## config.mk

```make
export PLATFORM = sky130hd
export DESIGN_NAME = cg_link
export DESIGN_NICKNAME = d
export VERILOG_FILES = /design/src/rtl/cg_pkg.sv /design/src/rtl/cg_link_sync.sv /design/src/rtl/cg_link.sv
export SDC_FILE = /design/constraint.sdc
export NUM_CORES = 1
export LEC_CHECK = 0
export CAP_MARGIN = 5
export CORE_MARGIN = 5
export CORE_UTILIZATION = 50
export CTS_BUF_LIST = sky130_fd_sc_hd__clkbuf_8
export DETAILED_ROUTE_END_ITERATION = 6
export GPL_TIMING_DRIVEN = 1
export PLACE_DENSITY = 0.75
export RECOVER_POWER = 100
export SLEW_MARGIN = 30
export SYNTH_ARGS = -nofsm -noshare
export SYNTH_HDL_FRONTEND = slang
export SYNTH_SLANG_ARGS = --single-unit
```

## constraint.sdc

```tcl
create_clock -name clk -period 2.5 [get_ports clk]
set_clock_uncertainty 0.2 [all_clocks]
set_input_delay 0.375 -clock clk [delete_from_list [all_inputs] [get_ports clk]]
set_output_delay 0.375 -clock clk [all_outputs]
set_load 0.005 [all_outputs]
```

## src/rtl/cg_pkg.sv

```systemverilog
// Shared definitions for the cg_link SPI configuration link: register addresses,
// CTRL bit positions, frame lengths and FSM state encoding.
package cg_pkg;

  localparam int unsigned HDR_BITS   = 8;
  localparam int unsigned FRAME_BITS = 32;
  localparam int unsigned DATA_BITS  = FRAME_BITS - HDR_BITS;

  typedef enum logic [3:0] {
    ADDR_CTRL   = 4'h0,
    ADDR_LMT    = 4'h1,
    ADDR_DLY    = 4'h2,
    ADDR_STATUS = 4'h3,
    ADDR_ACC    = 4'h4,
    ADDR_ID     = 4'h5
  } cg_addr_e;

  localparam int unsigned CTRL_OE   = 0;
  localparam int unsigned CTRL_EN   = 1;
  localparam int unsigned CTRL_DDS  = 2;
  localparam int unsigned CTRL_LDS  = 3;
  localparam int unsigned CTRL_LEN  = 4;
  localparam int unsigned CTRL_CRST = 7;

  typedef logic [2:0] cg_state_t;
  localparam cg_state_t ST_IDLE = 3'd0;
  localparam cg_state_t ST_HDR  = 3'd1;
  localparam cg_state_t ST_DATA = 3'd2;
  localparam cg_state_t ST_DONE = 3'd3;
  localparam cg_state_t ST_ERR  = 3'd4;

endpackage

```

## src/rtl/cg_link_sync.sv

```systemverilog
// Multi-flop synchronizer for an asynchronous input, with single-cycle rise and
// fall pulses derived from the synchronized level.
module cg_link_sync #(
  parameter int unsigned Stages = 2,
  parameter logic        RstVal = 1'b0
) (
  input  logic clk_i,
  input  logic rst_ni,
  input  logic d_i,
  output logic level_o,
  output logic rise_o,
  output logic fall_o
);

  logic [Stages-1:0] chain_q;
  logic              prev_q;

  // Shift the raw input through the chain; keep one extra flop for edge detection.
  always_ff @(posedge clk_i) begin
    if (!rst_ni) begin
      chain_q <= {Stages{RstVal}};
      prev_q  <= RstVal;
    end else begin
      chain_q <= {chain_q[Stages-2:0], d_i};
      prev_q  <= chain_q[Stages-1];
    end
  end

  assign level_o = chain_q[Stages-1];
  assign rise_o  = chain_q[Stages-1] & ~prev_q;
  assign fall_o  = ~chain_q[Stages-1] & prev_q;

endmodule

```

## src/rtl/cg_link.sv

```systemverilog
// SPI mode-0 responder driving cg_core configuration and reading back its status.
// Optional feature macro: CG_LINK_WDOG_EN builds a link watchdog that drops EN/OE
// and sets STATUS.WDT when no frame commits for WDOG_CYCLES clocks.
module cg_link
  import cg_pkg::*;
#(
  parameter int unsigned SYNC_STAGES = 2,
  parameter int unsigned WDOG_CYCLES = 1_000_000,
  parameter logic [23:0] ID_VALUE    = 24'hC6_0001
) (
  input  logic        clk,
  input  logic        I_RSTN,
  input  logic        I_SCK,
  input  logic        I_CS_N,
  input  logic        I_MOSI,
  output logic        O_MISO,
  output logic [23:0] O_LMT,
  output logic [23:0] O_DLY,
  output logic        O_OE,
  output logic        O_EN,
  output logic        O_DDS,
  output logic        O_LDS,
  output logic        O_LEN,
  output logic        O_CRST,
  input  logic        I_RTE,
  input  logic [23:0] I_ACC
);

  localparam logic [5:0] HDR_LAST   = 6'(HDR_BITS - 1);
  localparam logic [5:0] FRAME_LAST = 6'(FRAME_BITS - 1);

  logic sck_lvl, sck_rise, sck_fall;
  logic cs_lvl, cs_rise, cs_fall;
  logic mosi_s, mosi_rise, mosi_fall;

  cg_link_sync #(.Stages(SYNC_STAGES), .RstVal(1'b0)) u_sync_sck (
    .clk_i   (clk),
    .rst_ni  (I_RSTN),
    .d_i     (I_SCK),
    .level_o (sck_lvl),
    .rise_o  (sck_rise),
    .fall_o  (sck_fall)
  );

  // CS_N idles high, so reset its synchronizer high to avoid a false frame start.
  cg_link_sync #(.Stages(SYNC_STAGES), .RstVal(1'b1)) u_sync_cs (
    .clk_i   (clk),
    .rst_ni  (I_RSTN),
    .d_i     (I_CS_N),
    .level_o (cs_lvl),
    .rise_o  (cs_rise),
    .fall_o  (cs_fall)
  );

  cg_link_sync #(.Stages(SYNC_STAGES), .RstVal(1'b0)) u_sync_mosi (
    .clk_i   (clk),
    .rst_ni  (I_RSTN),
    .d_i     (I_MOSI),
    .level_o (mosi_s),
    .rise_o  (mosi_rise),
    .fall_o  (mosi_fall)
  );

  cg_state_t   state_q;
  logic [5:0]  bitcnt_q;
  logic [7:0]  hdr_q;
  logic [23:0] shift_q;
  logic [23:0] tx_q;
  logic        miso_q;
  logic        commit_q;
  logic        wr_q;

  logic [4:0]  ctrl_q;
  logic [23:0] lmt_q;
  logic [23:0] dly_q;
  logic        crst_q;
  logic        wdt;

  logic [3:0]  rd_addr;
  logic [23:0] rd_data;
  logic        snap;
  logic        stat_clr;

  // Address completes with the MOSI bit sampled on the 8th rise.
  assign rd_addr  = {hdr_q[2:0], mosi_s};
  assign snap     = sck_rise && !cs_rise && (state_q == ST_HDR) && (bitcnt_q == HDR_LAST);
  assign stat_clr = snap && (rd_addr == ADDR_STATUS);

  // Read-back multiplexer evaluated at the snapshot instant.
  always_comb begin
    rd_data = '0;
    case (rd_addr)
      ADDR_CTRL:   rd_data[4:0] = ctrl_q;
      ADDR_LMT:    rd_data      = lmt_q;
      ADDR_DLY:    rd_data      = dly_q;
      ADDR_STATUS: rd_data[1:0] = {wdt, I_RTE};
      ADDR_ACC:    rd_data      = I_ACC;
      ADDR_ID:     rd_data      = ID_VALUE;
      default:     rd_data      = '0;
    endcase
  end

  // Frame FSM: CS_N rise beats any SCK edge; commit decision is registered for one cycle.
  always_ff @(posedge clk) begin
    if (!I_RSTN) begin
      state_q  <= ST_IDLE;
      bitcnt_q <= '0;
      hdr_q    <= '0;
      shift_q  <= '0;
      tx_q     <= '0;
      miso_q   <= 1'b0;
      commit_q <= 1'b0;
      wr_q     <= 1'b0;
    end else begin
      commit_q <= 1'b0;
      wr_q     <= 1'b0;
      if (cs_rise) begin
        commit_q <= (state_q == ST_DONE);
        wr_q     <= (state_q == ST_DONE) && hdr_q[7];
        state_q  <= ST_IDLE;
        bitcnt_q <= '0;
        miso_q   <= 1'b0;
      end else if (cs_fall) begin
        state_q  <= ST_HDR;
        bitcnt_q <= '0;
        hdr_q    <= '0;
        shift_q  <= '0;
        miso_q   <= 1'b0;
      end else if (sck_rise) begin
        case (state_q)
          ST_HDR: begin
            hdr_q    <= {hdr_q[6:0], mosi_s};
            bitcnt_q <= bitcnt_q + 6'd1;
            if (bitcnt_q == HDR_LAST) begin
              state_q <= ST_DATA;
              tx_q    <= rd_data;
              miso_q  <= 1'b0;
            end
          end
          ST_DATA: begin
            shift_q  <= {shift_q[DATA_BITS-2:0], mosi_s};
            bitcnt_q <= bitcnt_q + 6'd1;
            if (bitcnt_q == FRAME_LAST) state_q <= ST_DONE;
          end
          ST_DONE: state_q <= ST_ERR;
          default: ;
        endcase
      end else if (sck_fall && (state_q == ST_DATA)) begin
        miso_q <= tx_q[23];
        tx_q   <= {tx_q[22:0], 1'b0};
      end
    end
  end

`ifdef CG_LINK_WDOG_EN
  logic [31:0] wdog_q;
  logic        wdt_q;
  logic        wdog_expire;

  assign wdog_expire = !commit_q && (wdog_q == 32'd1);
  assign wdt         = wdt_q;
`else
  assign wdt = 1'b0;
`endif

  // Register file: writes land one cycle after the committing CS_N rise.
  always_ff @(posedge clk) begin
    if (!I_RSTN) begin
      ctrl_q <= '0;
      lmt_q  <= '0;
      dly_q  <= '0;
      crst_q <= 1'b0;
    end else begin
      crst_q <= 1'b0;
      if (wr_q) begin
        case (hdr_q[3:0])
          ADDR_CTRL: begin
            ctrl_q <= shift_q[4:0];
            crst_q <= shift_q[CTRL_CRST];
          end
          ADDR_LMT: lmt_q <= shift_q;
          ADDR_DLY: dly_q <= shift_q;
          default: ;
        endcase
      end
`ifdef CG_LINK_WDOG_EN
      if (wdog_expire) begin
        ctrl_q[CTRL_EN] <= 1'b0;
        ctrl_q[CTRL_OE] <= 1'b0;
      end
`endif
    end
  end

`ifdef CG_LINK_WDOG_EN
  // Watchdog reloads on any committed frame and parks at zero once expired.
  always_ff @(posedge clk) begin
    if (!I_RSTN) begin
      wdog_q <= 32'(WDOG_CYCLES);
      wdt_q  <= 1'b0;
    end else begin
      if (commit_q) begin
        wdog_q <= 32'(WDOG_CYCLES);
      end else if (wdog_q != 32'd0) begin
        wdog_q <= wdog_q - 32'd1;
      end
      // A coincident expiry wins over the read-clear so it is never lost.
      if (wdog_expire) begin
        wdt_q <= 1'b1;
      end else if (stat_clr) begin
        wdt_q <= 1'b0;
      end
    end
  end
`endif

  logic unused_sig;
`ifdef CG_LINK_WDOG_EN
  assign unused_sig = ^{sck_lvl, cs_lvl, mosi_rise, mosi_fall};
`else
  assign unused_sig = ^{sck_lvl, cs_lvl, mosi_rise, mosi_fall, stat_clr, 32'(WDOG_CYCLES)};
`endif

  assign O_MISO = miso_q & (state_q == ST_DATA);
  assign O_LMT  = lmt_q;
  assign O_DLY  = dly_q;
  assign O_OE   = ctrl_q[CTRL_OE];
  assign O_EN   = ctrl_q[CTRL_EN];
  assign O_DDS  = ctrl_q[CTRL_DDS];
  assign O_LDS  = ctrl_q[CTRL_LDS];
  assign O_LEN  = ctrl_q[CTRL_LEN];
  assign O_CRST = crst_q;

endmodule
```

==> results_dict.tcl <==
set metrics [dict create \
    outcome "complete, no violations" \
    die_area_um2 12900 \
    cp.arrival_ns 1.77 \
    tns_ns 0 \
    p_per_area_nw_per_um2 596 \
    syn_area_um2 5380 \
    crit_start "state_q[1]$_SDFFE_PP0P_" \
    crit_required_ns 1.92 \
    synth.top_cell.area_share 0.480 \
    crit_slowest_cell "clkdlybuf4s50_1" \
    track_usage 0.235 \
    whs_ns 0.226 \
    avgSynthCellArea_um2 7.75 \
    postRouteAntennaNets 0 \
    drive_gt1_frac 0.0814 \
    slew_headroom 0.324 \
    post_dp_cell_area_um2 6400 \
    core_area_um2 10400 \
    placed_cells 890 \
    cts_buffer_depth 2 \
    grt.overflow.total 0 \
    synth_xor_area_frac 0.00978 \
    portBuffers 84 \
    fin_cells 922 \
    num_rows 37 \
    synth_mux_area_frac 0.0205 \
    drc 0 \
    vias_per_cell 5.57 \
    cts_tree "built" \
    syn_inst 694 \
    numCtsBuffers 17 \
    synth.area.top_cells "dfxtp_1 (48%), nand2_1 (15%), a21oi_1 (9.4%)" \
    crit_fanout 8 \
    fmax_mhz 427 \
    drv_cap 0 \
    first_global_vias 5047 \
    synth-edff-count 0 \
    start_util 0.516 \
    clkLatencyLatePin_ns 0.43 \
    cp_top_family "buffers and inverters" \
    ys_types 39 \
    ys_ff_latch 129 \
    finalCritPeriodShare 0.938 \
    layout.area.seq_um2 2580 \
    grt_start_max_net_pins 55 \
    multi_input_area_um2 2560 \
    yosysWarnings 0 \
    final_cell_mix "nand2_1 (214), dfxtp_1 (129), a21oi_1 (101)" \
    critPathBufInv 1 \
    cts.reportedPaths.clkPinSlew_ns 0.07 \
    ys_async_sr_fraction 0 \
    final_area_um2 6770 \
    min_from "u_sync_cs.chain_q[0]$_SDFF_PN1_" \
    max-vdd-ir-drop_uv 344 \
    routabilityCongestion 0.808 \
    synth_top_family_by_area "simple AND/OR/NAND/NOR gates" \
    p_leak_uw 0.00240 \
    antenna_found_initial 0 \
    htree_levels 4 \
    synth-simple-area-share 0.229 \
    syn2layout_area_growth_pct 26.0 \
    cp-start-kind "flop" \
    wl_per_cell_um 16.0 \
    hold_buffers 0 \
    drv_slew 0 \
    num-fill-cells 898 \
    hold_viol_final 0 \
    r2r_start "hdr_q[0]$_SDFFE_PN0P_" \
    ios 85 \
    diodes 0 \
    yosys.area.top_type "dfxtp_1" \
    endpoint_kind "output pin" \
    fin_util 0.650 \
    wl_mm 14.8 \
    worstSetupPathType "reg2out" \
    synth_nets 725 \
    finalSetupViolations 0 \
    root_buffer "clkbuf_8" \
    drt_iter0_markers 427 \
    cts.sinks 129 \
    die_y_um 114 \
    min_path_type "reg2reg" \
    max_stage_delay_ns 0.49 \
    period_minus_slack_ns 2.34 \
    firstDrtPassIters 5 \
    nNetsFinal 805 \
    dp_hpwl_mm 10.3 \
    yosysSeqAreaShare 0.480 \
    synthAdderAreaFrac 0.00233 \
    cp_cell_sequence "nor3b_4, and2_1, clkdlybuf4s50_1" \
    ys.flop_type "dfxtp_1" \
    die_x_um 114 \
    rsz0062_at_grt "false" \
    vias 5131 \
    synth_compound_area_frac 0.213 \
    worst_pin_slew_ns 1.01 \
    final_common_cell "nand2_1" \
    grt_pass1_wl_mm 24.4 \
]
path summary, 6_finish.rpt:
kind,to,slack (ns),depth (start not counted)
setup reg to reg,O_LMT[22]$_SDFFE_PN0P_,0.24,6
hold / removal,u_sync_cs.chain_q[1]$_SDFF_PN1_,0.23,1
hold reg to reg,u_sync_cs.chain_q[1]$_SDFF_PN1_,0.23,1
setup / recovery,O_MISO,0.16,3
final cells by class:
| cell class | instances | area share |
|---|---|---|
| Sequential cell | 129 | 0.381 |
| Clock inverter | 13 | 0.0240 |
| Clock buffer | 18 | 0.0366 |
| Timing Repair Buffer | 114 | 0.154 |
| Tap cell | 136 | 0.0251 |
| Multi-Input combinational cell | 509 | 0.378 |
| Inverter | 3 | 0.00166 |
cells by family after synthesis:
kind of cell	Yosys count
fa+ha+maj	1
flops	129
mux	11
buf+inv	56
simple gates	286
xor+xnor	6
compound gates	205
metrics by stage:
| stage | setup slack (ns) | power (uW) |
|---|---|---|
| finish | 0.156 | 4030 |
| floorplan | 0.697 | 2180 |
| detailed placement | 0.426 | 2260 |
| CTS | 0.116 | 4060 |
| global route | 0.0249 | 4160 |
| global placement | 0.515 | 2260 |
where the power goes:
group	switching (uW)	internal [uW]	total [uW]	leakage (uW)
Combinational	76.0	61.4	137	0.00118
Sequential	6.98	2060	2070	0.00104
Clock	825	1010	1830	0.000189
Total	908	3130	4030	0.00240
timing repair:
action | in CTS | in global routing
endpoints found under the setup margin | 1 | 0
setup buffers | 1 | 0
gates resized for setup | 1 | 0
Yosys cell counts, types with 2 or more instances:
library cell / n
nor2_2: 2
o21ai_1: 20
a22oi_1: 22
nor3b_1: 2
dfxtp_1: 129
inv_1: 2
or3_1: 4
xnor2_1: 5
o21a_1: 4
and2_1: 10
clkbuf_1: 29
nand3_1: 12
a31oi_1: 22
o21ai_0: 27
nand4_1: 2
o22ai_1: 3
nor3b_2: 2
buf_2: 23
mux2i_1: 11
and3_1: 2
nand2_1: 214
nand4b_1: 3
a21oi_1: 101
nor2_1: 18
nand2b_1: 6
nor2b_1: 5
a2bb2oi_1: 2
worst register-to-register path, cell delays in order (launching register included):
cell      delay [ns]
dfxtp_1         0.53
nor2b_1         0.23
clkbuf_2        0.29
nand2_1         0.30
clkbuf_2        0.35
nand2_1         0.14
a21oi_1         0.07
state kept, by name (all words and copies together) (netlist names), 2 cells and up:
signal               flops
O_DLY                   24
O_LMT                   24
bitcnt_q                 6
ctrl_q                   5
hdr_q                    8
shift_q                 24
state_q                  3
tx_q                    24
u_sync_cs.chain_q        2
u_sync_mosi.chain_q      2
u_sync_sck.chain_q       2
layer usage:
layer	global-route usage	wire, um	up-vias
li1	-	-	2518
met3	0.0562	1140	19
met2	0.386	7050	214
met4	0.0769	228	0
met5	0	0	-
met1	0.306	6340	2380
Power figures use the tool's default switching activity.
